### src/rtl/peach_mem_arbiter_if.sv
// peach_mem_arbiter_if
//   Bundles the three buses around the unified-memory arbiter:
//     if_*  : instruction-fetch requester (req/addr in, gnt/rvalid/rdata out)
//     ls_*  : load/store requester (req/we/size/addr/wdata in,
//             gnt/rvalid/rdata/err out)
//     mem_* : synchronous-read BRAM port (en/we/addr/wdata out, rdata in)
//   modport master : the requesters plus the memory (the arbiter's environment)
//   modport slave  : the arbiter itself
interface peach_mem_arbiter_if #(
    parameter int MEM_AW = 12
);
    logic              if_req;
    logic [31:0]       if_addr;
    logic              if_gnt;
    logic              if_rvalid;
    logic [31:0]       if_rdata;

    logic              ls_req;
    logic              ls_we;
    logic [1:0]        ls_size;
    logic [31:0]       ls_addr;
    logic [31:0]       ls_wdata;
    logic              ls_gnt;
    logic              ls_rvalid;
    logic [31:0]       ls_rdata;
    logic              ls_err;

    logic              mem_en;
    logic [3:0]        mem_we;
    logic [MEM_AW-1:0] mem_addr;
    logic [31:0]       mem_wdata;
    logic [31:0]       mem_rdata;

    modport master (
        output if_req, if_addr,
        output ls_req, ls_we, ls_size, ls_addr, ls_wdata,
        output mem_rdata,
        input  if_gnt, if_rvalid, if_rdata,
        input  ls_gnt, ls_rvalid, ls_rdata, ls_err,
        input  mem_en, mem_we, mem_addr, mem_wdata
    );

    modport slave (
        input  if_req, if_addr,
        input  ls_req, ls_we, ls_size, ls_addr, ls_wdata,
        input  mem_rdata,
        output if_gnt, if_rvalid, if_rdata,
        output ls_gnt, ls_rvalid, ls_rdata, ls_err,
        output mem_en, mem_we, mem_addr, mem_wdata
    );
endinterface

### src/rtl/peach_mem_arbiter.sv
// peach_mem_arbiter
//   Shares the single 4K x 32 program/data memory of the peach32 core between
//   instruction fetch and load/store. Round-robin between the two requesters,
//   one transaction at a time: grant (IDLE) -> memory access (ACCESS) ->
//   response (RESP). Misaligned or illegal-size load/stores are answered from
//   ERR without touching memory.
//   Ports:
//     clk   : clock, all state on the rising edge
//     reset : asynchronous, active-low
//     bus   : peach_mem_arbiter_if.slave (fetch, load/store and memory buses)

// One byte lane of the store path: decides whether this lane is written for the
// given size/offset and which byte of the right-aligned store data lands here.
module peach_mem_lane #(
    parameter int LANE = 0
) (
    input  logic [1:0]  size,
    input  logic [1:0]  boff,
    input  logic [31:0] wdata,
    output logic        we,
    output logic [7:0]  wd
);
    localparam logic [1:0] LID = 2'(LANE);

    always_comb begin
        we = 1'b0;
        wd = 8'h00;
        case (size)
            2'b00: begin
                we = (boff == LID);
                wd = wdata[7:0];
            end
            2'b01: begin
                // half-word: boff[1] picks the upper or lower lane pair
                we = (boff[1] == LID[1]);
                wd = LID[0] ? wdata[15:8] : wdata[7:0];
            end
            default: begin
                // word (size 11 never reaches the memory)
                we = 1'b1;
                wd = wdata[8*LANE +: 8];
            end
        endcase
    end
endmodule

module peach_mem_arbiter #(
    parameter int MEM_AW = 12
) (
    input  logic           clk,
    input  logic           reset,
    peach_mem_arbiter_if.slave bus
);
    typedef enum logic [1:0] {IDLE, ACCESS, RESP, ERR} state_e;
    typedef enum logic {OWN_IF, OWN_LS} owner_e;

    typedef struct packed {
        owner_e      owner;
        logic        we;
        logic [1:0]  size;
        logic [31:0] addr;
        logic [31:0] wdata;
    } req_t;

    state_e           state, state_nxt;
    owner_e           last_owner;
    req_t             cur, grant_req;
    logic             gnt_if, gnt_ls;
    logic             ls_misalign;
    logic [3:0]       lane_we;
    logic [3:0][7:0]  lane_wd;

    // Address bits above the memory are dropped on purpose (accesses wrap).
    logic unused_addr;
    assign unused_addr = ^cur.addr[31:MEM_AW+2];

    always_comb begin
        ls_misalign = 1'b0;
        case (bus.ls_size)
            2'b00:   ls_misalign = 1'b0;
            2'b01:   ls_misalign = bus.ls_addr[0];
            2'b10:   ls_misalign = |bus.ls_addr[1:0];
            default: ls_misalign = 1'b1;
        endcase
    end

    // Grant is combinational in IDLE. Gated by reset so a request held
    // through reset never shows a grant.
    always_comb begin
        gnt_if = 1'b0;
        gnt_ls = 1'b0;
        if (state == IDLE && reset) begin
            if (bus.if_req && bus.ls_req) begin
                gnt_if = (last_owner == OWN_LS);
                gnt_ls = (last_owner == OWN_IF);
            end else begin
                gnt_if = bus.if_req;
                gnt_ls = bus.ls_req;
            end
        end
    end

    always_comb begin
        grant_req = '0;
        if (gnt_if) begin
            grant_req.owner = OWN_IF;
            grant_req.we    = 1'b0;
            grant_req.size  = 2'b10;
            grant_req.addr  = bus.if_addr;
            grant_req.wdata = 32'h0;
        end else begin
            grant_req.owner = OWN_LS;
            grant_req.we    = bus.ls_we;
            grant_req.size  = bus.ls_size;
            grant_req.addr  = bus.ls_addr;
            grant_req.wdata = bus.ls_wdata;
        end
    end

    always_ff @(posedge clk or negedge reset) begin
        if (!reset) begin
            state      <= IDLE;
            last_owner <= OWN_LS;
            cur        <= '0;
        end else begin
            state <= state_nxt;
            if (gnt_if || gnt_ls) begin
                cur        <= grant_req;
                last_owner <= gnt_if ? OWN_IF : OWN_LS;
            end
        end
    end

    for (genvar i = 0; i < 4; i++) begin : g_lane
        peach_mem_lane #(.LANE(i)) u_lane (
            .size  (cur.size),
            .boff  (cur.addr[1:0]),
            .wdata (cur.wdata),
            .we    (lane_we[i]),
            .wd    (lane_wd[i])
        );
    end

    assign bus.if_gnt = gnt_if;
    assign bus.ls_gnt = gnt_ls;

    // Everything below decodes from state only, so an async reset forces all
    // memory strobes low at once and an in-flight store never commits.
    always_comb begin
        state_nxt     = state;
        bus.if_rvalid = 1'b0;
        bus.if_rdata  = 32'h0;
        bus.ls_rvalid = 1'b0;
        bus.ls_rdata  = 32'h0;
        bus.ls_err    = 1'b0;
        bus.mem_en    = 1'b0;
        bus.mem_we    = 4'b0000;
        bus.mem_addr  = '0;
        bus.mem_wdata = 32'h0;
        case (state)
            IDLE: begin
                if (gnt_if)      state_nxt = ACCESS;
                else if (gnt_ls) state_nxt = ls_misalign ? ERR : ACCESS;
            end
            ACCESS: begin
                bus.mem_en   = 1'b1;
                bus.mem_addr = cur.addr[MEM_AW+1:2];
                if (cur.we) begin
                    bus.mem_we    = lane_we;
                    bus.mem_wdata = lane_wd;
                end
                state_nxt = RESP;
            end
            RESP: begin
                if (cur.owner == OWN_IF) begin
                    bus.if_rvalid = 1'b1;
                    bus.if_rdata  = bus.mem_rdata;
                end else begin
                    bus.ls_rvalid = 1'b1;
                    if (!cur.we) bus.ls_rdata = bus.mem_rdata;
                end
                state_nxt = IDLE;
            end
            ERR: begin
                bus.ls_rvalid = 1'b1;
                bus.ls_err    = 1'b1;
                state_nxt     = IDLE;
            end
            default: state_nxt = IDLE;
        endcase
    end
endmodule

### src/flat_wrapper.sv
// flat-port wrapper written by rule: the top's interface ports become plain ports
module peach_mem_arbiter_flat 
#(
    parameter int MEM_AW = 12
)
  (clk, reset, bus_if_req, bus_if_addr, bus_ls_req, bus_ls_we, bus_ls_size, bus_ls_addr, bus_ls_wdata, bus_mem_rdata, bus_if_gnt, bus_if_rvalid, bus_if_rdata, bus_ls_gnt, bus_ls_rvalid, bus_ls_rdata, bus_ls_err, bus_mem_en, bus_mem_we, bus_mem_addr, bus_mem_wdata);
  peach_mem_arbiter_if #(.MEM_AW(MEM_AW)) bus_i ();
  input  logic clk;
  input  logic reset;
  input wire logic [$bits(bus_i.if_req)-1:0] bus_if_req;
  input wire logic [$bits(bus_i.if_addr)-1:0] bus_if_addr;
  input wire logic [$bits(bus_i.ls_req)-1:0] bus_ls_req;
  input wire logic [$bits(bus_i.ls_we)-1:0] bus_ls_we;
  input wire logic [$bits(bus_i.ls_size)-1:0] bus_ls_size;
  input wire logic [$bits(bus_i.ls_addr)-1:0] bus_ls_addr;
  input wire logic [$bits(bus_i.ls_wdata)-1:0] bus_ls_wdata;
  input wire logic [$bits(bus_i.mem_rdata)-1:0] bus_mem_rdata;
  output wire logic [$bits(bus_i.if_gnt)-1:0] bus_if_gnt;
  output wire logic [$bits(bus_i.if_rvalid)-1:0] bus_if_rvalid;
  output wire logic [$bits(bus_i.if_rdata)-1:0] bus_if_rdata;
  output wire logic [$bits(bus_i.ls_gnt)-1:0] bus_ls_gnt;
  output wire logic [$bits(bus_i.ls_rvalid)-1:0] bus_ls_rvalid;
  output wire logic [$bits(bus_i.ls_rdata)-1:0] bus_ls_rdata;
  output wire logic [$bits(bus_i.ls_err)-1:0] bus_ls_err;
  output wire logic [$bits(bus_i.mem_en)-1:0] bus_mem_en;
  output wire logic [$bits(bus_i.mem_we)-1:0] bus_mem_we;
  output wire logic [$bits(bus_i.mem_addr)-1:0] bus_mem_addr;
  output wire logic [$bits(bus_i.mem_wdata)-1:0] bus_mem_wdata;
  assign bus_i.if_req = bus_if_req;
  assign bus_i.if_addr = bus_if_addr;
  assign bus_i.ls_req = bus_ls_req;
  assign bus_i.ls_we = bus_ls_we;
  assign bus_i.ls_size = bus_ls_size;
  assign bus_i.ls_addr = bus_ls_addr;
  assign bus_i.ls_wdata = bus_ls_wdata;
  assign bus_i.mem_rdata = bus_mem_rdata;
  assign bus_if_gnt = bus_i.if_gnt;
  assign bus_if_rvalid = bus_i.if_rvalid;
  assign bus_if_rdata = bus_i.if_rdata;
  assign bus_ls_gnt = bus_i.ls_gnt;
  assign bus_ls_rvalid = bus_i.ls_rvalid;
  assign bus_ls_rdata = bus_i.ls_rdata;
  assign bus_ls_err = bus_i.ls_err;
  assign bus_mem_en = bus_i.mem_en;
  assign bus_mem_we = bus_i.mem_we;
  assign bus_mem_addr = bus_i.mem_addr;
  assign bus_mem_wdata = bus_i.mem_wdata;
  peach_mem_arbiter #(.MEM_AW(MEM_AW)) u_core (.clk(clk), .reset(reset), .bus(bus_i));
endmodule
### config.mk
export PLATFORM = sky130hd
export DESIGN_NAME = peach_mem_arbiter_flat
export DESIGN_NICKNAME = d
export VERILOG_FILES = /design/src/rtl/peach_mem_arbiter_if.sv /design/src/rtl/peach_mem_arbiter.sv /design/src/flat_wrapper.sv
export SDC_FILE = /design/constraint.sdc
export NUM_CORES = 1
export LEC_CHECK = 0
export BUFFER_PORTS_ARGS = -buffer_cell sky130_fd_sc_hd__buf_4
export CORE_ASPECT_RATIO = 0.8
export CORE_MARGIN = 3
export CORE_UTILIZATION = 42
export DETAILED_ROUTE_END_ITERATION = 7
export GPL_ROUTABILITY_DRIVEN = 1
export PLACE_DENSITY_LB_ADDON = 0.08
export SYNTH_ARGS = -nofsm -noshare
export SYNTH_HDL_FRONTEND = slang
export SYNTH_HIERARCHICAL = 1
export SYNTH_SLANG_ARGS = --single-unit
export TNS_END_PERCENT = 5
### constraint.sdc
create_clock -name clk -period 1.6 [get_ports clk]
set_input_delay 0.24 -clock clk [delete_from_list [all_inputs] [get_ports clk]]
set_output_delay 0.24 -clock clk [all_outputs]
set_load 0.01 [all_outputs]
==> results by stage, run 1 <==
Final layout:
- The filler cells instantiated in the layout total slightly below 600.
- The multi-input logic area is around 2200 um^2.
- Summing all non-filler instances in the final layout gives an area of 5990 um^2.
- Cells fill 73.7% of the core in the end.
- The layout net count is roughly 730.
- Relative to the synthesized area, the layout overhead comes to 66.1%.
- The number of inserted diodes is 0.
- Summing all flip-flop and latch instances after layout gives 1330 um^2.
- The share of final-layout standard cells stronger than drive strength 1 is 53.5%.
- Once layout is complete, the cells apart from fillers number about 700.

Logic synthesis:
- Yosys printed 6 warnings.
- The mean cell area of the mapped netlist is 9.39 um^2.
- The most instantiated flip-flop cell in the synthesis netlist is sky130_fd_sc_hd__dfrtp_1.
- The number of enable-type register cells in the synthesized netlist is 0.
- The mapped netlist covers approximately 3600 um^2.
- Sequential elements use between 30% and 40% of the synthesized area.
- Synthesis produced a netlist with a net count of roughly 520.
- Synthesis produced a netlist whose cell count is approximately 380.
- Yosys mapped the design onto 39 distinct sky130hd cell types.
- In the synthesized netlist the async set-or-reset flop fraction comes to between 90% and 100%.
- The count of state elements after synthesis is 53.

Setup path:
- Tracing the worst setup path back leads to its startpoint at u_core/cur[65].
- The worst setup path is launched from a flip-flop.
- Measured in cells, the most critical reg-to-reg path has a length of 4.
- The endpoint identified for the worst register-to-register timing path is u_core/cur[14].
- Data on the critical path is required at its endpoint by 1360 ps.
- The register-to-register setup slack is ~120 ps.
- In this run the worst setup path terminates at bus_mem_wdata[23].
- The source of the worst register-to-register timing path is u_core/state[1].
- At the worst endpoint, the arrival time is 1660 ps.
- Of all nets on the critical path, the largest fanout is 6.
- The endpoint class of the critical path is an output port.
- The kind of critical path is flip-flop to output port.

Placement:
- Once placement finished, the instance area stood at between 5000 and 6000 um^2.
- The total placed cells including tap cells is 681.
- During placement, the flow inserted port buffers numbering roughly 220.
- Detailed placement finished with a half-perimeter wire length of 9080 um.
- The congestion estimate from routability-driven global placement came to 0.856.

Power and ir drop:
- Summed over all cells, the static leakage comes to 3.07 nW.
- Across the VDD grid, the largest voltage drop is 0.000572 V.
- The ratio of total power to cell area is about 1000 nW/um^2.

Clock network:
- CTS placed an instance of sky130_fd_sc_hd__clkbuf_8 at the clock tree root.
- The clock slew seen by the registers of the worst setup and hold paths is about 100 ps.
- The number of H-tree levels is 2.
- The total clock sinks is 53.
- The clock latency on the worst-skew pair is slightly above 300 ps.
- The clock tree from TritonCTS is done.
- The clock buffer count from CTS is 5.
- Counting along the longest clock path gives a buffer depth of 2.

Die:
- The die height is 88.9 um.
- The number of ports placed on the die boundary is about 250.
- The region available for standard cell placement spans ~8100 um^2.
- The count of standard-cell rows is 29.
- The initial utilization of the core area, before any placement, comes to about 44%.
- The die footprint is a little under 10000 um^2.
- The die span in x is around 110 um.

Detailed routing:
- In this run, the number of DRC markers left after iteration 0 of detailed routing was ~200.
- For this run, design rule violations remaining after detail routing come to 0.
- The count of nets left with antenna violations once routing finished came out at 0.
- The post-detailed-route via-to-cell ratio is about 5.4.
- The routed layout has approximately 3800 vias.
- The average routed wire per standard cell is around 19 um.
- The aggregate routed wire length is between 10000 and 15000 um.
- The number of search-and-repair iterations in the first detailed-routing pass is 4.

Timing:
- Setup repair after global routing could not meet its margin everywhere.
- The tightest slew margin relative to the limit is a little over half.
- The count of final setup violators is ~110.
- The highest achievable clock rate is roughly 530 MHz.
- The number of max-slew violations in the final report came to 0.
- Counting I/O delays and the setup requirement, the final critical path takes ~1900 ps.
- Clock skew on the completed layout was measured at 5.99 ps.
- The transition time at the pin with the least slew margin is a little under 700 ps.
- The final critical path takes up 119% of the cycle.
- The total count of hold-check failures in the final report is 0.
- Setup slack on the critical path of the routed design comes to -303 ps.

Global route:
- Global routing used between 20 and 25% of the available tracks.
- The largest net degree at the start of global routing is 54.
- After global routing the overflow that remains totals 0.
- The global-route wire length before repair is roughly 18000 um.
- The via count of the first global-routing pass is 3406.
- The number of antenna violations at the first check in global routing is 0.

Run:
- The number of max-cap violations is 0.

Outcome:
- The run finished, with violations left.
- The final reports fail on setup timing.

Worst hold path:
- The worst hold path belongs to the class primary input to async pin.
==> how the worst min path moves through the flow <==
stage | startpoint | cells past startpoint | to
2_1_floorplan | reset | 0 | u_core/cur[0]
3_3_place_gp | reset | 2 | u_core/cur[66]
3_5_place_dp | reset | 2 | u_core/state[1]
4_1_cts | reset | 2 | u_core/cur[64]
5_1_grt | reset | 2 | u_core/cur[64]
6_report | reset | 2 | u_core/cur[9]
==> critical path, stage by stage (launching register included) <==
cell	delay (ps)
sky130_fd_sc_hd__dfrtp_2	440
sky130_fd_sc_hd__buf_6	150
sky130_fd_sc_hd__buf_12	140
sky130_fd_sc_hd__mux2_4	300
sky130_fd_sc_hd__and3_1	180
sky130_fd_sc_hd__buf_4	140
==> Yosys cell counts (all sizes together) (2+ instances only) <==
library cell  instances  area (um^2)
o211ai               12         90.1
nand2b                5         31.3
and2                 75          469
a22o                 34          298
and3                 38          238
buf                  26          218
o21bai                2         15.0
clkbuf               19         71.3
o21ai                10         50.1
a21o                  2         16.3
a221o                 2         20.0
mux2i                 8         80.1
dfrtp                52         1300
inv                  15         56.3
a31oi                13         81.3
mux2                 16          210
nand2                22         90.1
nor2b                 2         12.5
a21boi                2         15.0
o22a                 12          105
nor2                  7         33.8
==> cell usage in the layout (no fill, tap or decap), types with 12 or more instances in the layout <==
cell                       instances
sky130_fd_sc_hd__a22o_1           34
sky130_fd_sc_hd__a31oi_1          13
sky130_fd_sc_hd__and2_1           73
sky130_fd_sc_hd__and3_1           14
sky130_fd_sc_hd__and3_4           24
sky130_fd_sc_hd__buf_4           207
sky130_fd_sc_hd__buf_6            26
sky130_fd_sc_hd__dfrtp_1          47
sky130_fd_sc_hd__inv_1            14
sky130_fd_sc_hd__mux2_4           16
sky130_fd_sc_hd__nand2_1          21
sky130_fd_sc_hd__o211ai_1         12
sky130_fd_sc_hd__o22a_1           12
==> timing repair <==
item	in CTS	in global routing
cloned	3	3
setup endpoints to repair	114	118
buffers inserted	4	3
resized for setup	51	30
pin swaps	3	2
hold buffers	0	0
==> logic make-up after synthesis <==
logic type	share of synthesized area (%)
AND/OR/NAND/NOR	25.4
AO/OA/AOI/OAI	20.2
buffers and inverters	9.57
flip-flops	36.8
multiplexers	8.05
==> flip-flops by register name, summed over array words and instances, names as in the netlist <==
| register | flops |
|---|---|
| u_core/cur | 50 |
| u_core/state | 2 |
| u_core/last_owner | 1 |
==> final cells by class <==
cell class,count,share of cell area [%]
multi-input combinational,271,35.9
timing repair buffer,247,36.3
tap,108,2.26
sequential,53,22.3
clock inverter,3,1.15
inverter,15,0.940
clock buffer,5,1.15
==> metrics by stage <==
stage                     setup TNS (ps)  worst slack [ps]  hold slack, ps  power (mW)
after detailed placement           -11.3             -11.3             419        4.44
after floorplan                        0               115           -55.6        3.52
final                             -20600              -303            70.3        6.12
after global routing              -25710              -344             108        6.42
after global placement                 0              29.5             425        4.39
after CTS                         -22030              -261            79.0        5.90
==> power breakdown <==
part	internal (mW)	total, mW	switching [mW]
Combinational	1.66	2.90	1.23
Clock	0.630	1.10	0.468
Sequential	1.73	2.13	0.400
==> layer usage <==
metal,vias up,GRT usage (%),routed length [um]
met5,-,0,0
met4,0,7.13,206
met3,18,4.33,1180
met2,166,42.4,6710
met1,1815,31.2,5290
li1,1763,-,-
No activity file was read; power rests on OpenSTA's default activity.
==> run 2, diff against run 1 <==
Settings changed: SETUP_SLACK_MARGIN set to 0.3.
==> run 2 against run 1 <==
  * The flow still finishes with violations (setup timing)
  * Worst setup slack improved by 48 ps
  * Cell count fell by 0.43%
  * Final area fell by 2.9%
  * Core utilization fell by 2.1 points
  * Largest power group unchanged
  * Highest routed layer unchanged
==> results by stage, run 2 (synthesis gave the netlist of run 1 again) <==
Global route:
- The via count of the first global-routing pass is 3505 (+2.9%).
- The aggregate global routing overflow is 0 (unchanged).
- The global routing usage on met1 is 30.1% (-1.2 points).
- The largest net degree at the start of global routing is 54 (unchanged).
- The number of antenna violations at the first check in global routing came to 0 (unchanged).
- The total track usage was 24.0% (-0.30 points).
- The global-route wire length before repair is 18300 um (+0.92%).
- In this run the most used layer during global routing was met2.
- The met2 layer usage reported by global route is 43.2% (+0.78 points).
- The met3 track demand over resource in global routing is 4.91% (+0.58 points).

Timing:
- The worst slack on hold paths is 49.3 ps (-21.1 ps).
- The worst-case setup margin in the final layout is -255 ps (+48.3 ps).
- The count of final setup violators is 112 (-0.88%).
- The maximum clock skew at final layout is 16.2 ps (+10.2 ps).
- Setup repair after global routing could not meet its margin everywhere.
- The tightest slew margin relative to the limit came to 54.2% (+0.16 points).
- The transition time at the pin with the least slew margin is 687 ps (-2.39 ps).
- The final critical-path share of the clock period was 116% (-3.0 points).
- The total count of hold-check failures in the final report is 0 (unchanged).
- The highest achievable clock rate is 539 MHz (+2.6%).
- The shortest clock period the worst path allows after layout is 1850 ps (-48.3 ps).
- The number of max-slew violations in the final report is 0 (unchanged).

Outcome:
- The checks that failed: setup timing.
- The run finished, with violations left.

Die:
- The number of ports placed on the die boundary is 253 (unchanged).
- The count of standard-cell rows was 29 (unchanged).
- The starting density of the core is 44.4% (unchanged).
- The die footprint is 9740 um^2 (unchanged).
- The die span in x is 110 um (unchanged).
- The die height came to 88.9 um (unchanged).
- The area inside the core boundary was 8130 um^2 (unchanged).

Final layout:
- The final design utilization is 71.6% (-2.1 points).
- The number of filler instances in the final layout is 628 (+8.3%).
- The layout net count is 725 (-0.41%).
- The top register by number of flip-flops is u_core/cur.
- The flip-flop count of the largest register, all copies and words added came to 50 (unchanged).
- In the layout the commonest cells are sky130_fd_sc_hd__buf_4 (203), sky130_fd_sc_hd__and2_1 (59), sky130_fd_sc_hd__dfrtp_1 (48).
- The share of final-layout standard cells stronger than drive strength 1 came to 53.6% (+0.10 points).
- The layout-stage area growth over the synthesis result is 61.3%.
- The number of inserted diodes is 0 (unchanged).
- The most common library cell in the layout ignoring fill and taps is sky130_fd_sc_hd__buf_4.
- The largest registers in the layout are u_core/cur: 50 flops, u_core/state: 2 flops, u_core/last_owner: 1 flops.

Detailed routing:
- The post-detailed-route via-to-cell ratio came to 5.27 (-1.7%).
- The average routed wire per standard cell is 17.6 um (-7.8%).
- The DRC violations left came to 0 (unchanged).
- The remaining antenna violation count after routing was 0 (unchanged).
- The aggregate routed wire length is 12300 um (-8.2%).
- The number of search-and-repair iterations in the first detailed-routing pass is 4 (unchanged).
- The number of vias after detailed routing was 3681 (-2.2%).
- The number of DRC markers in iteration 0 is 218 (+7.9%).

Setup path:
- The endpoint identified for the worst register-to-register timing path is u_core/cur[32].
- The end point of the critical path is bus_mem_wdata[9].
- The critical path's largest stage delay is 440 ps (about the same).
- The endpoint class of the critical path is an output port.
- Tracing the worst setup path back leads to its startpoint at u_core/cur[65].
- The kind of launch point of the worst setup path is a flip-flop.
- The largest fanout on the critical path is 8 (+2).
- The signal arrival time at the worst endpoint is 1610 ps (-50 ps).
- The worst reg-to-reg path cell count is 5 (+1).
- The worst register-to-register path begins at u_core/last_owner.
- The register-to-register setup slack came to 40 ps (-80 ps).
- The data required time at the worst endpoint is 1360 ps (about the same).
- The largest individual stage delay along the critical path comes from the cell sky130_fd_sc_hd__dfrtp_2.
- The critical path goes through nor2_4, buf_12, mux2_4, and3_4, buf_6.
- The kind of critical path is flip-flop to output port.

Clock network:
- The clock buffer count from CTS is 5 (unchanged).
- The number of H-tree levels is 2 (unchanged).
- The total clock sinks came to 53 (unchanged).
- CTS placed an instance of sky130_fd_sc_hd__clkbuf_8 at the clock tree root.
- TritonCTS built the clock tree.
- The number of buffers added to fix hold violations after cts is 0 (unchanged).
- The clock latency on the worst-skew pair is 310 ps (about the same).
- The clock slew seen by the registers of the worst setup and hold paths is 110 ps (about the same).
- The maximum clock path buffer count came to 2 (unchanged).

Run:
- The number of max-cap violations is 0 (unchanged).

Power and ir drop:
- The proportion of total power due to net switching came to 35.8% (+1.5 points).
- The sequential cell fraction of total power is 37.2% (+2.4 points).
- The combinational fraction of design power is 48.3% (+1.0 points).
- The post-route total power is 5.62 mW (-8.3%).
- The ratio of total power to cell area is 965 nW/um^2 (-5.6%).
- The cell leakage power was 3.03 nW (-1.4%).
- The switching power total is 2.01 mW (-4.2%).
- The peak supply drop is 0.000615 V (+7.6%).
- The internal power component is 3.60 mW (-10%).
- The clock share of power is 14.5% (-3.4 points).

Placement:
- The worst slack at placement is 7.41 ps (+18.7 ps).
- The sum of net half-perimeters after detailed placement is 9150 um (+0.71%).
- The final weighted congestion of routability-driven global placement is 0.810 (-5.4%).
- The count of input and output buffers is 216 (unchanged).

Worst hold path:
- The path class of the lowest-slack min-delay path is primary input to async pin.
==> run 2: worst min path at each step <==
stage	end	slack, ps	depth (start not counted)	startpoint
after detailed placement	u_core/cur[66]	430	2	reset
final	u_core/cur[38]	50	2	reset
after floorplan	u_core/cur[0]	-60	0	reset
after global routing	u_core/last_owner	100	2	bus_if_req
after CTS	u_core/cur[32]	70	2	reset
after global placement	u_core/cur[9]	420	2	reset
==> run 2: per-stage QoR <==
stage / instance area, um^2 / instances / setup TNS (ps)
2_1_floorplan: 3670 / 384 / 0
3_3_place_gp: 5340 / 684 / 0
3_5_place_dp: 5340 / 684 / 0
4_1_cts: 5700 / 694 / -16100
5_1_grt: 5820 / 699 / -22970
6_report: 5820 / 699 / -14920
==> run 2: critical path, delay by kind of cell (launching register included) <==
kind / cells / cell delay [ps]
mux: 1 / 300
buf+inv: 2 / 260
flops: 1 / 440
simple gates: 2 / 310
==> run 2: power by group through the flow <==
| stage | clock, mW | sequential, mW | combinational (mW) |
|---|---|---|---|
| global placement | 0 | 2.05 | 2.33 |
| global route | 0.886 | 2.15 | 2.93 |
| floorplan | 0 | 1.99 | 1.58 |
| detailed placement | 0 | 2.06 | 2.38 |
| CTS | 0.834 | 2.07 | 2.63 |
| finish | 0.813 | 2.09 | 2.71 |
==> run 2: layout make-up <==
class	instances	area (um^2)	share of cell area [%]
Sequential cell	53	1330	22.9
Clock buffer	5	68.8	1.18
Clock inverter	3	26.3	0.452
Tap cell	108	135	2.32
Timing Repair Buffer	244	2060	35.4
Inverter	15	63.8	1.10
Multi-Input combinational cell	271	2130	36.7
==> run 2: metal layers <==
layer	share of wire (%)	vias to the layer above
met3	8.1	15
met1	39	1747
met4	1.4	0
li1	-	1751
met5	0	-
met2	51	168
==> run 2: what timing repair did <==
action                     CTS  global route
cloned                       0             1
gates resized for setup     69            14
setup buffers                2             4
setup endpoints to repair  170           170
pin swaps                   20            13
==> run 3, diff against run 2 <==
Settings changed: CORE_UTILIZATION 42 to 40, SYNTH_HIERARCHICAL 1 to not set.
==> run 3 against run 2 <==
  * Die area is 1.8% lower
  * Clock skew is 0.72 ps higher
  * Combinational power is 10% higher
  * Clock power is 17% higher
  * Clock-buffer cell count is 1 higher
  * Sequential cell count stayed put
  * Worst setup slack worse by 56 ps
  * Wire length is 13% higher
  * Register-to-register slack worse by 230 ps
  * Maximum frequency is 2.9% lower
  * The flow still finishes with violations (setup timing)
  * Final area is 7.2% higher
==> results by stage, run 3 <==
Outcome:
- The flow ran to the end, but the final reports show violations.
- The checks that failed: setup timing.

Final layout:
- The final design utilization is 77.4% (+5.8 points).
- The layout net count was 758 (+4.6%).
- The number of inserted diodes is 0 (unchanged).
- In the layout the commonest cells are sky130_fd_sc_hd__buf_4 (188), sky130_fd_sc_hd__buf_6 (72), sky130_fd_sc_hd__dfrtp_1 (50).
- The share of final-layout standard cells stronger than drive strength 1 is 59.5% (+5.8 points).
- Ranked by flip-flop count, first place goes to u_core.cur.
- The most common library cell in the layout ignoring fill and taps is sky130_fd_sc_hd__buf_4.
- The largest registers in the layout are u_core.cur: 50 flops, u_core.state: 2 flops, u_core.last_owner: 1 flops.
- The layout-stage area growth over the synthesis result is 85.0%.
- The flip-flop count of the largest register, all copies and words added came to 50 (unchanged).

Power and ir drop:
- The cell leakage power is 3.13 nW (+3.2%).
- The ratio of total power to cell area came to 962 nW/um^2 (-0.36%).
- The post-route total power is 6.00 mW (+6.8%).
- The peak supply drop is 0.000538 V (-13%).

Die:
- The count of standard-cell rows is 29 (unchanged).
- The starting density of the core is 41.8% (-2.5 points).
- The area inside the core boundary came to 8060 um^2 (-0.89%).
- The number of ports placed on the die boundary came to 253 (unchanged).
- The die footprint is 9570 um^2 (-1.8%).
- The die height came to 88.1 um (-0.88%).
- The die span in x came to 109 um (-0.89%).

Timing:
- Setup repair after global routing could not meet its margin everywhere.
- The maximum clock skew at final layout came to 16.9 ps (+0.723 ps).
- The number of max-slew violations in the final report is 0 (unchanged).
- The final critical-path share of the clock period is 119% (+3.5 points).
- The highest achievable clock rate was 523 MHz (-2.9%).
- The transition time at the pin with the least slew margin is 666 ps (-20.9 ps).
- The tightest slew margin relative to the limit is 55.6% (+1.4 points).
- The shortest clock period the worst path allows after layout is 1910 ps (+55.7 ps).
- The count of final setup violators is 167 (+49%).
- The total count of hold-check failures in the final report is 0 (unchanged).
- The worst-case setup margin in the final layout is -311 ps (-55.7 ps).

Logic synthesis:
- The most instantiated flip-flop cell in the synthesis netlist is sky130_fd_sc_hd__dfrtp_1.
- The fraction of registers with async set or reset after synthesis is 100% (unchanged).
- The dominant combinational cell family by area after synthesis is simple AND/OR/NAND/NOR gates.
- The simple logic cell fraction of the synthesized area came to 24.3% (-1.0 points).
- The XOR/XNOR share of the synthesized area is 0% (unchanged).
- By area the synthesized netlist is led by sky130_fd_sc_hd__dfrtp_1 (39%), sky130_fd_sc_hd__and2_1 (14%), sky130_fd_sc_hd__a22o_1 (8.8%).
- The cell area after technology mapping is 3370 um^2 (-6.6%).
- The cell count after synthesis is 380 (-1.0%).
- By instance count, the leading cell after synthesis is sky130_fd_sc_hd__and2_1.
- The number of enable-type register cells in the synthesized netlist is 0 (unchanged).
- The sequential element share of the synthesized area was 39.4% (+2.6 points).
- The portion of synthesized cell area occupied by the leading cell type is 38.6% (+2.5 points).
- The number of unique standard cell types used by synthesis is 36 (-7.7%).
- The mean cell area of the mapped netlist is 8.87 um^2 (-5.6%).
- The post-synthesis share of cell area spent on full adders, half adders and majority gates is 0% (unchanged).
- The count of state elements after synthesis is 53 (unchanged).
- The post-synthesis compound-gate area fraction is 23.9% (+3.7 points).
- By count the netlist is led by sky130_fd_sc_hd__and2_1 (77), sky130_fd_sc_hd__dfrtp_1 (52), sky130_fd_sc_hd__nand2_1 (38).
- The mux share of post-synthesis cell area is 5.05% (-3.0 points).
- The count of synthesis-stage warnings from yosys is 0 (-6).
- The number of nets in the synthesized netlist came to 515 (-0.77%).
- The top cell type by total area after synthesis is sky130_fd_sc_hd__dfrtp_1.

Setup path:
- In this run the worst setup path terminates at bus_mem_wdata[30].
- The data required time at the worst endpoint is 1360 ps (about the same).
- The largest fanout on the critical path is 14 (+6).
- The worst register-to-register path ends at u_core.cur[3].
- The signal arrival time at the worst endpoint came to 1670 ps (+60 ps).
- The worst reg-to-reg path cell count is 7 (+2).
- Tracing the worst setup path back leads to its startpoint at u_core.state[1].
- STA classifies the critical path endpoint as an output port.
- The worst setup path is of the flip-flop to output port kind.
- The worst register-to-register path begins at u_core.state[1].
- The register-to-register setup slack is -190 ps (-230 ps).
- STA classifies the critical path startpoint as a flip-flop.

Detailed routing:
- The number of DRC markers in iteration 0 was 290 (+33%).
- The average routed wire per standard cell came to 18.9 um (+7.5%).
- The number of vias after detailed routing came to 3858 (+4.8%).
- The number of search-and-repair iterations in the first detailed-routing pass is 5 (+1).
- The aggregate routed wire length was 13800 um (+13%).
- The post-detailed-route via-to-cell ratio is 5.27 (about the same).
- The DRC violations left is 0 (unchanged).
- The remaining antenna violation count after routing was 0 (unchanged).

Clock network:
- The clock buffer count from CTS is 5 (unchanged).
- The clock slew seen by the registers of the worst setup and hold paths is 110 ps (about the same).
- The maximum clock path buffer count came to 2 (unchanged).
- The number of H-tree levels is 2 (unchanged).
- The number of buffers added to fix hold violations after cts is 0 (unchanged).
- The clock latency on the worst-skew pair is 320 ps (about the same).
- The total clock sinks is 53 (unchanged).
- CTS placed an instance of sky130_fd_sc_hd__clkbuf_8 at the clock tree root.
- The clock tree from TritonCTS is done.

Global route:
- The largest net degree at the start of global routing is 54 (unchanged).
- The number of antenna violations at the first check in global routing is 0 (unchanged).
- The met3 track demand over resource in global routing is 7.07% (+2.2 points).
- The global-route wire length before repair is 20500 um (+13%).
- The global routing usage on met1 is 35.2% (+5.1 points).
- The via count of the first global-routing pass is 3793 (+8.2%).
- The aggregate global routing overflow is 0 (unchanged).
- The total track usage is 27.9% (+3.8 points).
- met2 is the most crowded layer.
- The met2 layer usage reported by global route came to 48.2% (+5.0 points).

Placement:
- The final weighted congestion of routability-driven global placement is 0.916 (+13%).
- The count of input and output buffers is 216 (unchanged).
- The sum of net half-perimeters after detailed placement was 9510 um (+4.0%).

Run:
- The number of max-cap violations came to 0 (unchanged).

Worst hold path:
- The path class of the tightest hold or removal check is primary input to async pin.
## run 3: layer usage
layer | part of all wire (%) | wire, um
met1 | 40 | 5500
met3 | 9.0 | 1250
met5 | 0 | 0
met2 | 50 | 6850
met4 | 1.6 | 219
## run 3: power by group
part	switching, mW	total, mW	internal [mW]
sequential	0.328	2.05	1.73
clock	0.475	0.949	0.474
combinational	1.33	2.99	1.66
## run 3: critical path, cell delays in order, from the launching register on
cell and delay (ps):
sky130_fd_sc_hd__dfrtp_2 460, sky130_fd_sc_hd__and2b_2 290, sky130_fd_sc_hd__nand2_4 120, sky130_fd_sc_hd__buf_16 190, sky130_fd_sc_hd__a21oi_2 150, sky130_fd_sc_hd__buf_4 150
## run 3: logic make-up after synthesis
family / count (synthesis)
flip-flops: 53
AO/OA/AOI/OAI: 112
buffers and inverters: 53
AND/OR/NAND/NOR: 146
multiplexers: 16
## run 3: stage by stage
stage / hold WS (ps) / instances / worst slack (ps) / cell area (um^2) / TNS, ps
floorplan: -55.6 / 380 / 202 / 3530 / 0
global placement: 419 / 698 / -82.4 / 5350 / -1030
detailed placement: 425 / 698 / -129 / 5350 / -1500
CTS: 82.2 / 729 / -267 / 6130 / -26860
global route: 102 / 732 / -359 / 6240 / -46850
finish: 58.1 / 732 / -311 / 6240 / -36210
## run 3: cell type report
| type | count | area (um^2) |
|---|---|---|
| Sequential cell | 53 | 1330 |
| Inverter | 17 | 76.3 |
| Fill cell | 544 | 1820 |
| Tap cell | 108 | 135 |
| Timing Repair Buffer | 272 | 2490 |
| Multi-Input combinational cell | 274 | 2090 |
| Clock buffer | 6 | 72.6 |
| Clock inverter | 2 | 38.8 |
## run 3: repair_timing
action / in CTS / in global routing
cloned: 5 / 1
buffers inserted: 18 / 2
pin swaps: 59 / 21
gates resized for setup: 125 / 18
endpoints found under the hold margin: 0 / 0
endpoints found under the setup margin: 170 / 171
## run 3: how the worst min path moves through the flow
stage / endpoint / cells after the start
6_report: u_core.state[0] / 2
5_1_grt: u_core.state[0] / 2
4_1_cts: u_core.cur[12] / 2
3_5_place_dp: u_core.cur[11] / 2
3_3_place_gp: u_core.cur[64] / 2
2_1_floorplan: u_core.cur[0] / 0
